--- src/rtl/reg_file_wb_arbiter.sv ---
// Write-back arbiter for the single reg_file write port: round-robin ALU/load grant,
// registered write port, and a per-register pending-write scoreboard for RAW hazard checks.
module reg_file_wb_arbiter #(
  parameter int DATA_WIDTH = 32,
  parameter int NUM_REGS   = 32,
  parameter int ADDR_WIDTH = 5
) (
  input  logic                  clk,
  input  logic                  rst,
  input  logic                  alu_valid,
  output logic                  alu_ready,
  input  logic [ADDR_WIDTH-1:0] alu_rd,
  input  logic [DATA_WIDTH-1:0] alu_data,
  input  logic                  mem_valid,
  output logic                  mem_ready,
  input  logic [ADDR_WIDTH-1:0] mem_rd,
  input  logic [DATA_WIDTH-1:0] mem_data,
  input  logic                  issue_valid,
  input  logic [ADDR_WIDTH-1:0] issue_rd,
  input  logic [ADDR_WIDTH-1:0] rs1,
  input  logic [ADDR_WIDTH-1:0] rs2,
  output logic                  rs1_busy,
  output logic                  rs2_busy,
  output logic [ADDR_WIDTH:0]   pending_cnt,
  output logic                  wr_en,
  output logic [ADDR_WIDTH-1:0] wr_reg,
  output logic [DATA_WIDTH-1:0] wr_data
);

  localparam int CW = ADDR_WIDTH + 1;

  typedef enum logic {GNT_ALU = 1'b0, GNT_MEM = 1'b1} grant_e;

  grant_e                last_grant_q, last_grant_d;
  logic                  alu_gnt, mem_gnt, xfer;
  logic [ADDR_WIDTH-1:0] sel_rd;
  logic [DATA_WIDTH-1:0] sel_data;

  logic                  wr_en_q, wr_en_d;
  logic [ADDR_WIDTH-1:0] wr_reg_q, wr_reg_d;
  logic [DATA_WIDTH-1:0] wr_data_q, wr_data_d;

  logic [NUM_REGS-1:0]   busy_q, busy_d;
  logic [CW-1:0]         pending_cnt_q, pending_cnt_d;
  logic                  sb_set, sb_clr, cnt_inc, cnt_dec;

  // NOTE: every always_comb output gets a default first so no path leaves it unassigned (no latch).
  always_comb begin
    alu_gnt      = alu_valid && (!mem_valid || (last_grant_q == GNT_MEM));
    mem_gnt      = mem_valid && !alu_gnt;
    xfer         = alu_gnt || mem_gnt;
    sel_rd       = alu_gnt ? alu_rd   : mem_rd;
    sel_data     = alu_gnt ? alu_data : mem_data;

    last_grant_d = last_grant_q;
    if (alu_gnt)      last_grant_d = GNT_ALU;
    else if (mem_gnt) last_grant_d = GNT_MEM;

    // Writes to x0 complete the handshake but never reach the register file.
    wr_en_d   = xfer && (sel_rd != '0);
    wr_reg_d  = xfer ? sel_rd   : wr_reg_q;
    wr_data_d = xfer ? sel_data : wr_data_q;
  end

  always_comb begin
    sb_set = issue_valid && (issue_rd != '0);
    sb_clr = wr_en_q;

    // Clear first, then set: a new reservation survives the commit of the old producer.
    busy_d = busy_q;
    if (sb_clr) busy_d[wr_reg_q] = 1'b0;
    if (sb_set) busy_d[issue_rd] = 1'b1;

    cnt_inc = sb_set && !busy_q[issue_rd];
    cnt_dec = sb_clr && busy_q[wr_reg_q] && !(sb_set && (issue_rd == wr_reg_q));
    pending_cnt_d = pending_cnt_q + CW'(cnt_inc) - CW'(cnt_dec);
  end

  // NOTE: sequential state uses non-blocking assignments so all flops sample pre-edge values.
  always_ff @(posedge clk or posedge rst) begin
    if (rst) begin
      last_grant_q  <= GNT_MEM;
      wr_en_q       <= 1'b0;
      wr_reg_q      <= '0;
      wr_data_q     <= '0;
      // NOTE: the busy vector is reset, not left to power-up, because reset must drop all reservations.
      busy_q        <= '0;
      pending_cnt_q <= '0;
    end else begin
      last_grant_q  <= last_grant_d;
      wr_en_q       <= wr_en_d;
      wr_reg_q      <= wr_reg_d;
      wr_data_q     <= wr_data_d;
      busy_q        <= busy_d;
      pending_cnt_q <= pending_cnt_d;
    end
  end

  assign alu_ready   = alu_gnt;
  assign mem_ready   = mem_gnt;
  assign wr_en       = wr_en_q;
  assign wr_reg      = wr_reg_q;
  assign wr_data     = wr_data_q;
  assign pending_cnt = pending_cnt_q;
  assign rs1_busy    = busy_q[rs1];
  assign rs2_busy    = busy_q[rs2];

endmodule

--- config.mk ---
export PLATFORM = sky130hd
export DESIGN_NAME = reg_file_wb_arbiter
export DESIGN_NICKNAME = d
export VERILOG_FILES = /design/src/rtl/reg_file_wb_arbiter.sv
export SDC_FILE = /design/constraint.sdc
export NUM_CORES = 1
export LEC_CHECK = 0
export CAP_MARGIN = 10
export CORE_MARGIN = 2
export CORE_UTILIZATION = 35
export DETAILED_ROUTE_END_ITERATION = 8
export HOLD_SLACK_MARGIN = 0.02
export PLACE_DENSITY = 0.71
export SLEW_MARGIN = 30
export SYNTH_ARGS = -nofsm -noshare
export SYNTH_HDL_FRONTEND = slang
export SYNTH_SLANG_ARGS = --single-unit
--- constraint.sdc ---
create_clock -name clk -period 7.3 [get_ports clk]
set_input_delay 2.19 -clock clk [delete_from_list [all_inputs] [get_ports clk]]
set_output_delay 2.19 -clock clk [all_outputs]
set_load 0.01 [all_outputs]
; Word level (Yosys, flattened, before mapping)
; Cells that the tools add are included.
[word_totals]
mem_count = 0
latchBits = 0
romBits = 0
ram_bits = 0
regBits = 77
word_cells = 55
out_inout_bits = 48
in_bits = 94
[op_classes]
div = 0
n_reduce_logical = 19
n_eq_ne = 1
n_shift = 0
addsub = 2
n_lt_le_gt_ge = 6
n_bitwise = 3
mul = 0
muxes = 18
[op_table]
columns = cell, n
row1 = 32-bit two-way mux, 3
row2 = 32-bit bitwise AND, 1
row3 = 32-bit inverter, 1
row4 = 32-bit bitwise OR, 1
row5 = "5-bit by 6-bit < comparator with 1-bit output, second input constant", 4
row6 = 1-bit binary-select mux with 5-bit select, 4
row7 = 1-bit demux with 5-bit select, 2
row8 = "5-bit by 1-bit greater-or-equal comparator with 1-bit output, second input constant", 2
row9 = 1-bit logical AND, 10
row10 = 5-bit nonzero test, 2
row11 = 1-bit two-way mux, 8
row12 = 6-bit by 1-bit adder with 6-bit output, 1
row13 = 6-bit by 1-bit subtractor with 6-bit output, 1
row14 = 5-bit equality test, 1
row15 = 5-bit two-way mux, 1
row16 = 1-bit zero test, 4
row17 = 1-bit logical OR, 2
row18 = 2-bit nonzero test, 1

; Depth between registers and ports, before layout
[depth]
ltp_word = 9
mapped_depth = 15
depth_no_buf = 13

; Least setup slack after synthesis
; No wires, ideal clock.
[synth_timing]
path_type = input port to output port
startpoint = in rs2[0]
endpoint = out rs2_busy
stages = 5
n_path_buf = 1
t_arrival_ns = 3.446
required_time_ns = 5.110
setup_slack_ns = 1.664
cell_sequence = buf_6 -> mux4_1 -> mux4_2 -> nand2_1 -> o21ai_1
[synth_via]
elab_chain_cells = 2
[synth_lines]
columns = item, line_no
row1 = from (decl), 21  ; input logic [ADDR_WIDTH-1:0] rs2,
row2 = 1-bit binary-select mux with 5-bit select, 106  ; assign rs2_busy = busy_q[rs2];
row3 = 1-bit two-way mux (implied by the code), 106
row4 = to (decl), 23  ; output logic rs2_busy,
; No other way between the ends. The select of a mux whose other input is x is not followed.

; Final worst setup path
[layout_timing]
startpoint = in rs1[0]
endpoint = out rs1_busy
[layout_via]
elab_chain_cells = 2
[layout_lines]
columns = item, line_no
row1 = from (decl), 20  ; input logic [ADDR_WIDTH-1:0] rs1,
row2 = 1-bit binary-select mux with 5-bit select, 105  ; assign rs1_busy = busy_q[rs1];
row3 = 1-bit two-way mux (implied by the code), 105
row4 = to (decl), 22  ; output logic rs1_busy,
; No other way between the ends. The select of a mux whose other input is x is not followed.

==> run summary <==
Ports - 142
H-tree depth - 3
Status - finished clean
# DRC - 0
Tmin final - 6770 ps
DR WL/cell - 18.5 um
CP peak stage delay - 690 ps
DRT met1 WL - 5490 um
Total CTS buffers - 9
Most used cell, CP - clkdlybuf4s50_1
Clock Skew - 6.97 ps
Grt ovf - 0
# diodes - 0
CTS resizes - 0
Sink Count - 77
Lkg Pwr - 2.65 nW
Slew headroom - 31.9%
Post-DRT Antenna Nets - 0
Register bit count reported by yosys - 77
CTS tree - done
Sequential cell area fraction in the yosys report - 41.0%
Post CTS Setup Buffer Count - 0
Post-layout util - 49.6%
Critical path, cell by cell - clkdlybuf4s50_1 > mux4_1 > mux4_2 > nand2_1 > o21ai_1 > clkdlybuf4s50_1
Die ar. - 0.0144 mm^2
Initial core utilization - 35.6%
Synth-to-layout area growth - 39.3%
Critical Path End - rs1_busy
Slew Limit Fails - 0
Setup CP Type - in2out
GR Util All Layers - 20.0%
Hold Crit Class - reg2reg
Die Span Y - 120 um
Clk pin slew, worst setup/hold paths - 60 ps
Hold buffers post-CTS - 0
WP data required - 5110 ps
Cell area after synthesis - 0.00470 mm^2
Commonest cells after routing, fill and taps aside - clkdlybuf4s50_1 (140), dfrtp_1 (76), o21ai_0 (70)
CP Depth - 6
Avg Synthesized Cell Area - 10.3 um^2
Crit path DAT - 4580 ps
R2r setup slk - 3950 ps
R2r startpoint - wr_reg[0]$_DFFE_PP0P_
Input/output buffers - 141
Clock Latency Late Sink - 340 ps
First-pass GRT wire length - 22300 um
Final hold vios - 0
First drt pass iteration count - 5
Period Utilization, post-route - 92.7%
GPL Wtd Cong - 0.985
CP startpoint kind - input port
Via-per-instance ratio - 5.54
Met3 wire len - 1710 um
Core Area - 0.0132 mm^2
Setup_tns - 0 ps
Vias in the first global route - 4292
RSZ-0062 raised after global routing - false
CP Buf/Inv Count - 2
Slew at the pin closest to its max-slew limit - 1020 ps
YS warnings - 0
PD cells - 297 mW/mm^2
Mapped Cells - 457
Vias - 4229
CP max FO - 7
Worst Setup SP - rs1[0]
Longest Clk Path Bufs - 2
Max Fclk - 148 MHz
Placement row count - 42
Slowest CP cell - clkdlybuf4s50_1
R2r endpoint - pending_cnt[4]$_DFF_PP0_
Final #Nets - 683
Worst VDD drop - 0.000122 V
Setup Viol. Count Final - 0
Max-cap violations - 0
Commonest non-fill, non-tap cell in the layout - clkdlybuf4s50_1
Largest delay share family, worst path - buffers and inverters
Chip width - 120 um
Syn Nets - 558
Hpwl dp - 10300 um
Reg2reg path depth - 14
Root buf cell - clkbuf_16
Initial antenna violation count - 0
CP endpoint kind - primary output
Top routing layer used - met4
Fraction of layout cells with a size suffix above 1 - 8.35%
Pre-CTS WS - 538 ps
Largest net degree at the start of global routing - 78
DR iter-0 viols - 300
Wire length on met2 - 6560 um
Setup WS post-layout - 529 ps
WL final - 14100 um
Netlist cell types - 45
-- final cells by class --
type | instances | area (um^2)
Clock buffer | 12 | 256
Clock inverter | 4 | 70.1
Fill cell | 1226 | 6650
Inverter | 12 | 45.0
Multi-Input combinational cell | 337 | 2580
Sequential cell | 77 | 1930
Tap cell | 176 | 220
Timing Repair Buffer | 145 | 1440
-- worst reg2reg max path, delay by kind of cell, from the launching register on --
kind / cells / cell delay [ps]
flops: 1 / 410
fa+ha+maj: 3 / 870
xor+xnor: 1 / 130
mux: 1 / 380
compound gates: 3 / 670
simple gates: 4 / 470
buf+inv: 2 / 380
-- layer usage --
layer  vias up  GRT usage (%)
met2       260           32.2
met1      2006           24.6
li1       1932              -
met5         -              0
met4         0           8.31
met3        31           6.70
-- stage by stage --
stage	instances	power, W	cell area [um^2]	hold WS [ps]
2_1_floorplan	457	0.00113	4700	471
3_3_place_gp	747	0.00142	6210	487
3_5_place_dp	747	0.00145	6210	488
4_1_cts	763	0.00195	6540	499
5_1_grt	763	0.00206	6540	561
6_report	763	0.00194	6540	494
-- how the worst min path moves through the flow --
| stage | start | to | slack [ps] | depth (start not counted) |
|---|---|---|---|---|
| after floorplan | last_grant_q$_DFFE_PP1P_ | last_grant_q$_DFFE_PP1P_ | 470 | 2 |
| after global placement | last_grant_q$_DFFE_PP1P_ | last_grant_q$_DFFE_PP1P_ | 490 | 2 |
| after detailed placement | last_grant_q$_DFFE_PP1P_ | last_grant_q$_DFFE_PP1P_ | 490 | 2 |
| after CTS | last_grant_q$_DFFE_PP1P_ | last_grant_q$_DFFE_PP1P_ | 500 | 2 |
| after global routing | last_grant_q$_DFFE_PP1P_ | last_grant_q$_DFFE_PP1P_ | 560 | 2 |
| final | last_grant_q$_DFFE_PP1P_ | last_grant_q$_DFFE_PP1P_ | 490 | 2 |
-- power breakdown --
group | internal (W) | total [W] | switching (W)
Combinational | 0.000407 | 0.000703 | 0.000296
Clock | 0.000317 | 0.000493 | 0.000176
Sequential | 0.000560 | 0.000747 | 0.000187
Total | 0.00128 | 0.00194 | 0.000658
-- cells by family (layout without fill, tap and decap cells) --
logic type | after synthesis | after routing | share of synthesized area (%)
AO/OA/AOI/OAI | 127 | 127 | 14.2
buffers and inverters | 43 | 173 | 4.05
multiplexers | 87 | 87 | 25.8
adder cells (fa/ha/maj) | 7 | 7 | 2.02
AND/OR/NAND/NOR | 106 | 106 | 11.0
flip-flops | 77 | 77 | 41.0
XOR/XNOR | 10 | 10 | 1.86
-- Yosys cell counts (all sizes together) --
cell / number / area share, %
dfrtp: 76 / 40
o21ai: 72 / 7.7
mux2i: 57 / 12
nor2: 48 / 3.8
a21oi: 43 / 4.6
mux4: 24 / 12
buf: 20 / 2.2
nand2: 13 / 1.0
clkbuf: 11 / 0.88
inv: 11 / 0.88
nand3: 9 / 0.96
nand3b: 8 / 1.3
ha: 6 / 1.6
mux2: 6 / 1.4
nor3: 6 / 0.64
xnor2: 6 / 1.1
nand2b: 4 / 0.53
xor2: 4 / 0.75
o22ai: 3 / 0.40
and3: 2 / 0.27
nand4: 2 / 0.27
nor2b: 2 / 0.27
nor3b: 2 / 0.32
nor4b: 2 / 0.37
o21a: 2 / 0.32
or2: 2 / 0.27
or3b: 2 / 0.37
or4: 2 / 0.32
a211oi: 1 / 0.16
a21o: 1 / 0.16
a22oi: 1 / 0.16
and2: 1 / 0.13
clkinv: 1 / 0.080
dfstp: 1 / 0.56
fa: 1 / 0.43
o211ai: 1 / 0.16
o21bai: 1 / 0.16
o221a: 1 / 0.24
o221ai: 1 / 0.19
or3: 1 / 0.13
(Power assumes the default switching activity.)
